## src/rtl/spi_req_arbiter_if.sv

```systemverilog
// Wishbone master-side bundle between spi_req_arbiter and the spi_master register port.
//   m_adr_o  : register address (0 data, 1 ss/div/mode, 2 ctrl, 3 status)
//   m_dat_o  : write data
//   m_dat_i  : read data
//   m_we_o   : write enable
//   m_stb_o  : strobe
//   m_cyc_o  : cycle
//   m_ack_i  : acknowledge
//   m_err_i  : bus error
// The master modport is the arbiter's view; the slave modport is the spi_master's view.
interface spi_req_arbiter_if #(
  parameter int unsigned WIDTH = 8
);
  logic [2:0]       m_adr_o;
  logic [WIDTH-1:0] m_dat_o;
  logic [WIDTH-1:0] m_dat_i;
  logic             m_we_o;
  logic             m_stb_o;
  logic             m_cyc_o;
  logic             m_ack_i;
  logic             m_err_i;

  modport master (
    output m_adr_o, m_dat_o, m_we_o, m_stb_o, m_cyc_o,
    input  m_dat_i, m_ack_i, m_err_i
  );

  modport slave (
    input  m_adr_o, m_dat_o, m_we_o, m_stb_o, m_cyc_o,
    output m_dat_i, m_ack_i, m_err_i
  );
endinterface

```

## src/rtl/spi_req_arbiter.sv

```systemverilog
// Round-robin arbiter sharing one spi_master between NREQ requesters.
// For each granted request it programs ss/div/mode, writes the TX byte, sets go, polls
// status until RX data is present, clears go, reads the RX byte and returns it.
// Ports:
//   wb_clk_i, wb_rst_i : clock, asynchronous active-high reset
//   req_i, req_dat_i   : per-requester request level and packed TX bytes
//   cfg_mode_i/div_i/ctrl_i : shared transfer configuration (ctrl bit2 is driven here)
//   gnt_o, done_o, err_o, rsp_dat_o, busy_o : grant, completion pulse, abort pulse,
//                        received byte, busy flag
//   m                  : Wishbone master port to the spi_master
module spi_req_arbiter #(
  parameter int unsigned WIDTH    = 8,
  parameter int unsigned NREQ     = 3,
  parameter int unsigned POLL_MAX = 255
) (
  input  logic                  wb_clk_i,
  input  logic                  wb_rst_i,
  input  logic [NREQ-1:0]       req_i,
  input  logic [NREQ*WIDTH-1:0] req_dat_i,
  input  logic [1:0]            cfg_mode_i,
  input  logic [2:0]            cfg_div_i,
  input  logic [7:0]            cfg_ctrl_i,
  output logic [NREQ-1:0]       gnt_o,
  output logic [NREQ-1:0]       done_o,
  output logic                  err_o,
  output logic [WIDTH-1:0]      rsp_dat_o,
  output logic                  busy_o,
  spi_req_arbiter_if.master     m
);

  localparam int unsigned IdxW  = (NREQ > 1) ? $clog2(NREQ) : 1;
  localparam int unsigned PollW = $clog2(POLL_MAX + 1);

  typedef enum logic [3:0] {
    StIdle, StWrSs, StWrData, StWrCtrl, StPoll,
    StWrClrOk, StWrClrTo, StRdData, StDone, StErr
  } state_e;

  state_e            state_q, state_d;
  logic [NREQ-1:0]   gnt_q, gnt_d, done_q, done_d;
  logic [IdxW-1:0]   ptr_q, ptr_d;
  logic [WIDTH-1:0]  tx_q, tx_d, rsp_q, rsp_d;
  logic [PollW-1:0]  poll_q, poll_d;
  logic              stb_q, stb_d, err_q, err_d;

  logic              arb_hit;
  logic [IdxW-1:0]   arb_idx, cand;
  logic              bus_ack, bus_err;
  logic [2:0]        ss_n;

  // Error wins over ack when both arrive together.
  assign bus_err = stb_q & m.m_err_i;
  assign bus_ack = stb_q & m.m_ack_i & ~m.m_err_i;
  assign ss_n    = ~3'(gnt_q);

  // First requester at or above ptr+1, wrapping.
  always_comb begin
    arb_hit = 1'b0;
    arb_idx = '0;
    cand    = '0;
    for (int unsigned k = 1; k <= NREQ; k++) begin
      cand = IdxW'((32'(ptr_q) + k) % NREQ);
      if (!arb_hit && req_i[cand]) begin
        arb_hit = 1'b1;
        arb_idx = cand;
      end
    end
  end

  // State register.
  always_ff @(posedge wb_clk_i or posedge wb_rst_i) begin
    if (wb_rst_i) state_q <= StIdle;
    else          state_q <= state_d;
  end

  // Next-state logic.
  always_comb begin
    state_d = state_q;
    unique case (state_q)
      StIdle:    if (arb_hit) state_d = StWrSs;
      StWrSs:    if (bus_err) state_d = StErr; else if (bus_ack) state_d = StWrData;
      StWrData:  if (bus_err) state_d = StErr; else if (bus_ack) state_d = StWrCtrl;
      StWrCtrl:  if (bus_err) state_d = StErr; else if (bus_ack) state_d = StPoll;
      StPoll: begin
        if (bus_err) state_d = StErr;
        else if (bus_ack) begin
          // Status bit0 is rempty: clear means the RX byte is ready.
          if (!m.m_dat_i[0])                          state_d = StWrClrOk;
          else if (poll_q == PollW'(POLL_MAX - 1))    state_d = StWrClrTo;
        end
      end
      StWrClrOk: if (bus_err) state_d = StErr; else if (bus_ack) state_d = StRdData;
      StWrClrTo: if (bus_err || bus_ack) state_d = StErr;
      StRdData:  if (bus_err) state_d = StErr; else if (bus_ack) state_d = StDone;
      StDone:    state_d = StIdle;
      StErr:     state_d = StIdle;
      default:   state_d = StIdle;
    endcase
  end

  // Registered outputs and datapath next values.
  always_comb begin
    gnt_d  = gnt_q;
    ptr_d  = ptr_q;
    tx_d   = tx_q;
    rsp_d  = rsp_q;
    poll_d = poll_q;
    done_d = '0;
    err_d  = 1'b0;
    stb_d  = 1'b0;
    unique case (state_q)
      StIdle: begin
        if (arb_hit) begin
          gnt_d = NREQ'(1) << arb_idx;
          ptr_d = arb_idx;
          tx_d  = req_dat_i[arb_idx*WIDTH +: WIDTH];
        end
      end
      StWrSs, StWrData, StWrCtrl, StPoll, StWrClrOk, StWrClrTo, StRdData: begin
        // Drop on the terminating edge; raising only from low forces the idle gap.
        stb_d = stb_q ? ~(m.m_ack_i | m.m_err_i) : 1'b1;
        if (state_q == StPoll && bus_ack && m.m_dat_i[0]) poll_d = poll_q + PollW'(1);
        if (state_q == StRdData && bus_ack) rsp_d = m.m_dat_i;
      end
      StDone: begin
        done_d = gnt_q;
        gnt_d  = '0;
        poll_d = '0;
      end
      StErr: begin
        err_d  = 1'b1;
        gnt_d  = '0;
        poll_d = '0;
      end
      default: ;
    endcase
  end

  always_ff @(posedge wb_clk_i or posedge wb_rst_i) begin
    if (wb_rst_i) begin
      gnt_q  <= '0;
      ptr_q  <= IdxW'(NREQ - 1);
      tx_q   <= '0;
      rsp_q  <= '0;
      poll_q <= '0;
      done_q <= '0;
      err_q  <= 1'b0;
      stb_q  <= 1'b0;
    end else begin
      gnt_q  <= gnt_d;
      ptr_q  <= ptr_d;
      tx_q   <= tx_d;
      rsp_q  <= rsp_d;
      poll_q <= poll_d;
      done_q <= done_d;
      err_q  <= err_d;
      stb_q  <= stb_d;
    end
  end

  // Address/data/we decode from state; all zero outside bus states.
  always_comb begin
    m.m_adr_o = '0;
    m.m_dat_o = '0;
    m.m_we_o  = 1'b0;
    unique case (state_q)
      StWrSs: begin
        m.m_adr_o = 3'd1;
        m.m_dat_o = WIDTH'({cfg_mode_i, cfg_div_i, ss_n});
        m.m_we_o  = 1'b1;
      end
      StWrData: begin
        m.m_adr_o = 3'd0;
        m.m_dat_o = tx_q;
        m.m_we_o  = 1'b1;
      end
      StWrCtrl: begin
        m.m_adr_o = 3'd2;
        m.m_dat_o = WIDTH'(cfg_ctrl_i | 8'h04);
        m.m_we_o  = 1'b1;
      end
      StPoll:   m.m_adr_o = 3'd3;
      StWrClrOk, StWrClrTo: begin
        m.m_adr_o = 3'd2;
        m.m_dat_o = WIDTH'(cfg_ctrl_i & 8'hfb);
        m.m_we_o  = 1'b1;
      end
      StRdData: m.m_adr_o = 3'd0;
      default: ;
    endcase
  end

  assign m.m_stb_o  = stb_q;
  assign m.m_cyc_o  = stb_q;
  assign gnt_o      = gnt_q;
  assign done_o     = done_q;
  assign err_o      = err_q;
  assign rsp_dat_o  = rsp_q;
  assign busy_o     = (state_q != StIdle);

endmodule

```

## src/flat_wrapper.sv

```systemverilog
// flat-port wrapper written by rule: the top's interface ports become plain ports
module spi_req_arbiter_flat 
#(
  parameter int unsigned WIDTH    = 8,
  parameter int unsigned NREQ     = 3,
  parameter int unsigned POLL_MAX = 255
)
  (wb_clk_i, wb_rst_i, req_i, req_dat_i, cfg_mode_i, cfg_div_i, cfg_ctrl_i, gnt_o, done_o, err_o, rsp_dat_o, busy_o, m_m_adr_o, m_m_dat_o, m_m_we_o, m_m_stb_o, m_m_cyc_o, m_m_dat_i, m_m_ack_i, m_m_err_i);
  spi_req_arbiter_if #(.WIDTH(WIDTH)) m_i ();
  input  logic wb_clk_i;
  input  logic wb_rst_i;
  input  logic [NREQ-1:0] req_i;
  input  logic [NREQ*WIDTH-1:0] req_dat_i;
  input  logic [1:0] cfg_mode_i;
  input  logic [2:0] cfg_div_i;
  input  logic [7:0] cfg_ctrl_i;
  output logic [NREQ-1:0] gnt_o;
  output logic [NREQ-1:0] done_o;
  output logic err_o;
  output logic [WIDTH-1:0] rsp_dat_o;
  output logic busy_o;
  output wire logic [$bits(m_i.m_adr_o)-1:0] m_m_adr_o;
  output wire logic [$bits(m_i.m_dat_o)-1:0] m_m_dat_o;
  output wire logic [$bits(m_i.m_we_o)-1:0] m_m_we_o;
  output wire logic [$bits(m_i.m_stb_o)-1:0] m_m_stb_o;
  output wire logic [$bits(m_i.m_cyc_o)-1:0] m_m_cyc_o;
  input wire logic [$bits(m_i.m_dat_i)-1:0] m_m_dat_i;
  input wire logic [$bits(m_i.m_ack_i)-1:0] m_m_ack_i;
  input wire logic [$bits(m_i.m_err_i)-1:0] m_m_err_i;
  assign m_m_adr_o = m_i.m_adr_o;
  assign m_m_dat_o = m_i.m_dat_o;
  assign m_m_we_o = m_i.m_we_o;
  assign m_m_stb_o = m_i.m_stb_o;
  assign m_m_cyc_o = m_i.m_cyc_o;
  assign m_i.m_dat_i = m_m_dat_i;
  assign m_i.m_ack_i = m_m_ack_i;
  assign m_i.m_err_i = m_m_err_i;
  spi_req_arbiter #(.WIDTH(WIDTH), .NREQ(NREQ), .POLL_MAX(POLL_MAX)) u_core (.wb_clk_i(wb_clk_i), .wb_rst_i(wb_rst_i), .req_i(req_i), .req_dat_i(req_dat_i), .cfg_mode_i(cfg_mode_i), .cfg_div_i(cfg_div_i), .cfg_ctrl_i(cfg_ctrl_i), .gnt_o(gnt_o), .done_o(done_o), .err_o(err_o), .rsp_dat_o(rsp_dat_o), .busy_o(busy_o), .m(m_i));
endmodule
```

## config.mk

```make
export PLATFORM = sky130hd
export DESIGN_NAME = spi_req_arbiter_flat
export DESIGN_NICKNAME = d
export VERILOG_FILES = /design/src/rtl/spi_req_arbiter_if.sv /design/src/rtl/spi_req_arbiter.sv /design/src/flat_wrapper.sv
export SDC_FILE = /design/constraint.sdc
export NUM_CORES = 1
export LEC_CHECK = 0
export ABC_AREA = 1
export ABC_CLOCK_PERIOD_IN_PS = 2500
export CAP_MARGIN = 40
export CORE_UTILIZATION = 46
export DETAILED_ROUTE_END_ITERATION = 10
export MAX_ROUTING_LAYER = met4
export PLACE_DENSITY = 0.81
export SLEW_MARGIN = 20
export SYNTH_ARGS = -nofsm -noshare
export SYNTH_HDL_FRONTEND = slang
export SYNTH_SLANG_ARGS = --single-unit
```

## constraint.sdc

```tcl
create_clock -name wb_clk_i -period 2.5 [get_ports wb_clk_i]
set_clock_uncertainty 0.1 [all_clocks]
set_input_delay 0.625 -clock wb_clk_i [delete_from_list [all_inputs] [get_ports wb_clk_i]]
set_output_delay 0.625 -clock wb_clk_i [all_outputs]
set_load 0.02 [all_outputs]
```

# After elaboration in Yosys (flattened, before gate mapping)
# Cells that the tools add are included.
[totals] reg_bits=38 latch_bits=0 ram_bits=0 mem_bits_ro=0 output_inout_bits=30 mem_count=0
[op_classes] n_addsub=4 n_mul=0 div=3 n_lt_le_gt_ge=3 eq_ne=20 n_shift=2 mux=40 bitwise=7 reduce_logical=22
[op_table] cell="modulo 32 x 2 -> 32 bit, second input constant" n=3
[op_table] cell="2-to-1 mux 4 bit" n=16
[op_table] cell="case mux 4 bit (8 select lines)" n=1
[op_table] cell="case mux 8 bit (4 select lines)" n=1
[op_table] cell="variable part select 24 x 6 -> 8 bit" n=1
[op_table] cell="inequality test 3 x 1 -> 1 bit, second input constant" n=6
[op_table] cell="== test 4 x 3 -> 1 bit, second input constant" n=4
[op_table] cell="case mux 8 bit (2 select lines)" n=1
[op_table] cell="2-to-1 mux 1 bit" n=10
[op_table] cell="less-than comparator 2 x 3 -> 1 bit, second input constant" n=3
[op_table] cell="AND reduction 9 bit" n=1
[op_table] cell="adder 8 x 1 -> 8 bit, second input constant" n=1
[op_table] cell="== test 4 x 2 -> 1 bit, second input constant" n=2
[op_table] cell="== test 4 bit, second input constant" n=2
[op_table] cell="== test 8 bit, second input constant" n=1
[op_table] cell="2-to-1 mux 8 bit" n=1
[op_table] cell="AND reduction 2 bit" n=4
[op_table] cell="OR reduction 7 bit" n=1
[op_table] cell="adder 2 x 2 -> 3 bit, second input constant" n=2
[op_table] cell="binary-select mux 1 bit (select 2 bit)" n=3
[op_table] cell="2-to-1 mux 2 bit" n=3
[op_table] cell="2-to-1 mux 3 bit" n=2
[op_table] cell="inequality test 2 x 1 -> 1 bit, second input constant" n=3
[op_table] cell="case mux 2 bit (3 select lines)" n=1
[op_table] cell="18 further kinds" n=28

# Logic depth before layout (Yosys ltp)
[depth] depth_word=14 mapped_depth=14 mapped_depth_nobuf=14

# Least setup slack after synthesis
# OpenSTA, ideal clock, no wires.
[synth_path] path_type="reg-to-output" from="register u_core.state_q[2]" to="output port m_m_dat_o[0]" arrival_ns=1.447 required_ns=1.775 path_slack_ns=0.328 path_stages_with_launch=6 path_buffers=0 cell_sequence="dfrtp_1 nor2_1 inv_1 nor2_1 inv_1 o211ai_1"
[synth_between] elab_chain_len=3 elab_cells_between_ends=7 cone_classes="5 x eq/ne; 1 x mux; 1 x reduce/logical"
[synth_rtl] item="start, declared" line_no="spi_req_arbiter.sv:39" rtl="state_e state_q, state_d;"
[synth_rtl] item="start signal, assigned" line_no="spi_req_arbiter.sv:72" rtl="if (wb_rst_i) state_q <= StIdle;"
[synth_rtl] item="start signal, assigned" line_no="spi_req_arbiter.sv:73" rtl="else state_q <= state_d;"
[synth_rtl] item="== test 4 x 3 -> 1 bit" line_no="spi_req_arbiter.sv:166" rtl="unique case (state_q)"
[synth_rtl] item="OR reduction 2 bit"
[synth_rtl] item="case mux 8 bit (4 select lines) (*)" line_no="spi_req_arbiter.sv:166"
[synth_rtl] item="end, declared" line_no="flat_wrapper.sv:23" rtl="output wire logic [$bits(m_i.m_dat_o)-1:0] m_m_dat_o;"
# Mark *: on every way between the ends. The rest lies on a longest branch, timed or not.

# Worst setup path after layout
[layout_path] from="register u_core.state_q[0]" to="output port m_m_dat_o[1]"
# The elaborated chain is that of the path after synthesis.

==> run metrics <==
status finished clean; initial DRC count 95; CTS H-tree lvls 2; clk_lat worst skew 280 ps; Cell Area, Placed 0.00343 mm2; final period utilization 97.9%; port buffer count 79; placed cell count 483; leakage 1.70 nW; Overall Global Routing Usage 23.8%; initial core utilization 48.9%; Reg2Reg Capture Point u_core.gnt_o[0]; final WL 5.84 mm; CTS tree done; commonest non-fill, non-tap cell in the layout nand2_1; total die area 0.00545 mm2; Layout Cells excl Fill 491; Hold Fails Final Rpt 0; Final Instance Area 0.00354 mm2; Min-Delay Endpoint u_core.rsp_dat_o[1]; dominant synthesized flop cell dfrtp_1; Post-synth EDFFs 0; maximum VDD drop 0.000787 V; syn nets 372; Via density 4.97; Synth cell types 35; DRC Markers 0; Setup crit start kind flip-flop; ranking of synthesized cells by area dfrtp_1 39%, nand2_1 13%, nand3_1 7.6%; detailed-router iteration count before antenna repair 4; Slew Limit Fails 0; Die Y 73.8 um; post-synthesis mux area share 3.32%; PwrDens 1210 mW/mm2; core footprint 0.00485 mm2; Required @ worst endpoint 1770 ps; internal power 2.24 mW; asr flop ratio synth 100%; num rows 25; area of the mapped netlist 0.00237 mm2; WS Path Type flip-flop to output pin; largest net degree at the start of global routing 39; P&R area growth vs syn 49.4%; CP Data Arrival Time 1720 ps; ant diodes 0; Hold Path Depth 1; layout cells sized above 1 22.4%; Hold Buf Count CTS 0; gr ovfl total 0; first-pass GRT wire length 9.81 mm; Flop pwr share 22.2%; Setup Viol. Count Final 0; sequential-to-total area share from yosys stat 40.1%; Syn Inst Count 314; FF-to-FF Start u_core.ptr_q[1]; net switching power 2.03 mW; Synth Area in XOR/XNOR 0.369%; simple-gate area share of the yosys netlist 33.5%; CTS clock-pin slew for the worst setup and hold paths 70 ps; GPL Wtd Cong 0.876; HP Start u_core.rsp_dat_o[1]; vias in the first global route 2343; Post-Synth Adder-Cell Area 3.16%; post-synth top area cell dfrtp_1; Max Buffers Root-to-Sink 2; Total Nets Final 481; synth warn 0; most frequent cells in the layout 80 x nand2_1, 67 x clkdlybuf4s50_1, 36 x nand3_1, 36 x dfrtp_1, 30 x inv_1; Synth top area share 39.0%; die width 73.8 um; number of antenna violations at the first check in global routing 0; Achievable Freq 0.409 GHz; min Tclk post-route 2450 ps; Sw Share 47.5%; clk sink count 38; RSZ-0062 raised after global routing true; Synth Area in Compound Gates 11.7%; crit path max fanout 3; CP startpoint u_core.state_q[0]; main combinational cell family by area after synthesis simple AND/OR/NAND/NOR gates; num ports 82; root buffer cell clkbuf_8; worst min path class flip-flop to flip-flop; WL per Instance 11.9 um; Crit. End Element output pin; Max Cap Viol 0; FF-to-FF setup slack 300 ps; Syn Area/Cell 7.56 um2; Reg2Reg Depth 8; final design utilization 73.1%; via count of the routed design 2440; combinational group share of total power 67.9%; CTS Buf Count 5; Seq cells post-synth 38; Clk pwr share 9.9%; Antenna Nets Post-Route 0; post-DP HPWL 4.75 mm
[power by group through the flow]
stage	combinational [mW]	sequential [mW]	clock (mW)
6_report	2.90	0.949	0.423
5_1_grt	3.23	0.970	0.459
4_1_cts	2.81	0.943	0.435
3_5_place_dp	2.91	0.954	0
3_3_place_gp	2.85	0.939	0
2_1_floorplan	1.71	1.01	0
[through the flow]
step / setup TNS (ps) / setup WS (ps) / total power, mW / hold slack, ps
2_1_floorplan: 0 / 328 / 2.72 / 387
3_3_place_gp: -712 / -137 / 3.79 / 376
3_5_place_dp: -776 / -129 / 3.86 / 395
4_1_cts: -6.24 / -6.24 / 4.19 / 411
5_1_grt: -136 / -53.7 / 4.66 / 432
6_report: 0 / 53.6 / 4.28 / 405
[critical path, cell delays in order, from the launching register on]
cell	delay [ps]
dfrtp_1	400
buf_4	160
nor2_2	150
a31oi_2	140
nand2_2	110
buf_4	120
nand2_1	50
o211ai_1	130
buf_4	190
[worst max path at each step]
stage | endpoint | slack (ps) | cells after the start
2_1_floorplan | m_m_dat_o[0] | 330 | 5
3_3_place_gp | m_m_dat_o[0] | -140 | 8
3_5_place_dp | m_m_dat_o[0] | -130 | 4
4_1_cts | m_m_dat_o[1] | -6 | 9
5_1_grt | m_m_dat_o[1] | -50 | 9
6_report | m_m_dat_o[1] | 50 | 8
[registers in the layout, summed over array words and instances (netlist names), 2 cells and up]
register          cells
u_core.ptr_q          2
u_core.done_o         3
u_core.gnt_o          3
u_core.tx_q           8
u_core.poll_q         8
u_core.rsp_dat_o      8
u_core.state_q        4
[repair_timing]
action                                  CTS  global route
endpoints found under the setup margin   12            11
gates resized for setup                  41            22
pin swaps                                 1             6
gates cloned                              0             0
setup buffers                             0             0
[cell type report]
type,count,area (um2)
fill,370,1310
multi-input combinational,232,1280
timing repair buffer,106,980
sequential,38,953
inverter,40,150
clock buffer,7,86.3
tap,67,83.8
clock inverter,1,5.00
[routing by layer]
metal	up-vias	share of wire [%]	track usage, %
met5	-	0	-
met4	0	0.36	4.06
met3	3	5.5	5.21
met2	76	52	43.4
met1	1116	42	26.9
li1	1245	-	-
[cells in the mapped netlist (2+ instances only)]
| library cell | n |
|---|---|
| mux2_2 | 7 |
| nand4_1 | 2 |
| nor2_1 | 33 |
| nand2_1 | 81 |
| o21ai_1 | 6 |
| nand2_2 | 5 |
| nand3_2 | 3 |
| inv_2 | 6 |
| nand3_1 | 36 |
| ha_1 | 6 |
| a22oi_1 | 3 |
| o211ai_1 | 3 |
| dfrtp_1 | 37 |
| inv_1 | 34 |
| a21oi_1 | 4 |
| a21oi_2 | 7 |
| buf_4 | 2 |
| nor3_1 | 6 |
| o21ai_0 | 17 |
[cells by family (layout without fill, tap and decap cells)]
kind of cell    after synthesis  count (layout)
simple gates                173             173
fa+ha+maj                     6               6
other cells                   1               1
xor+xnor                      1               1
compound gates               44              44
mux                           7               7
buf+inv                      44             154
flops                        38              38
No activity file was read; power rests on OpenSTA's default activity.
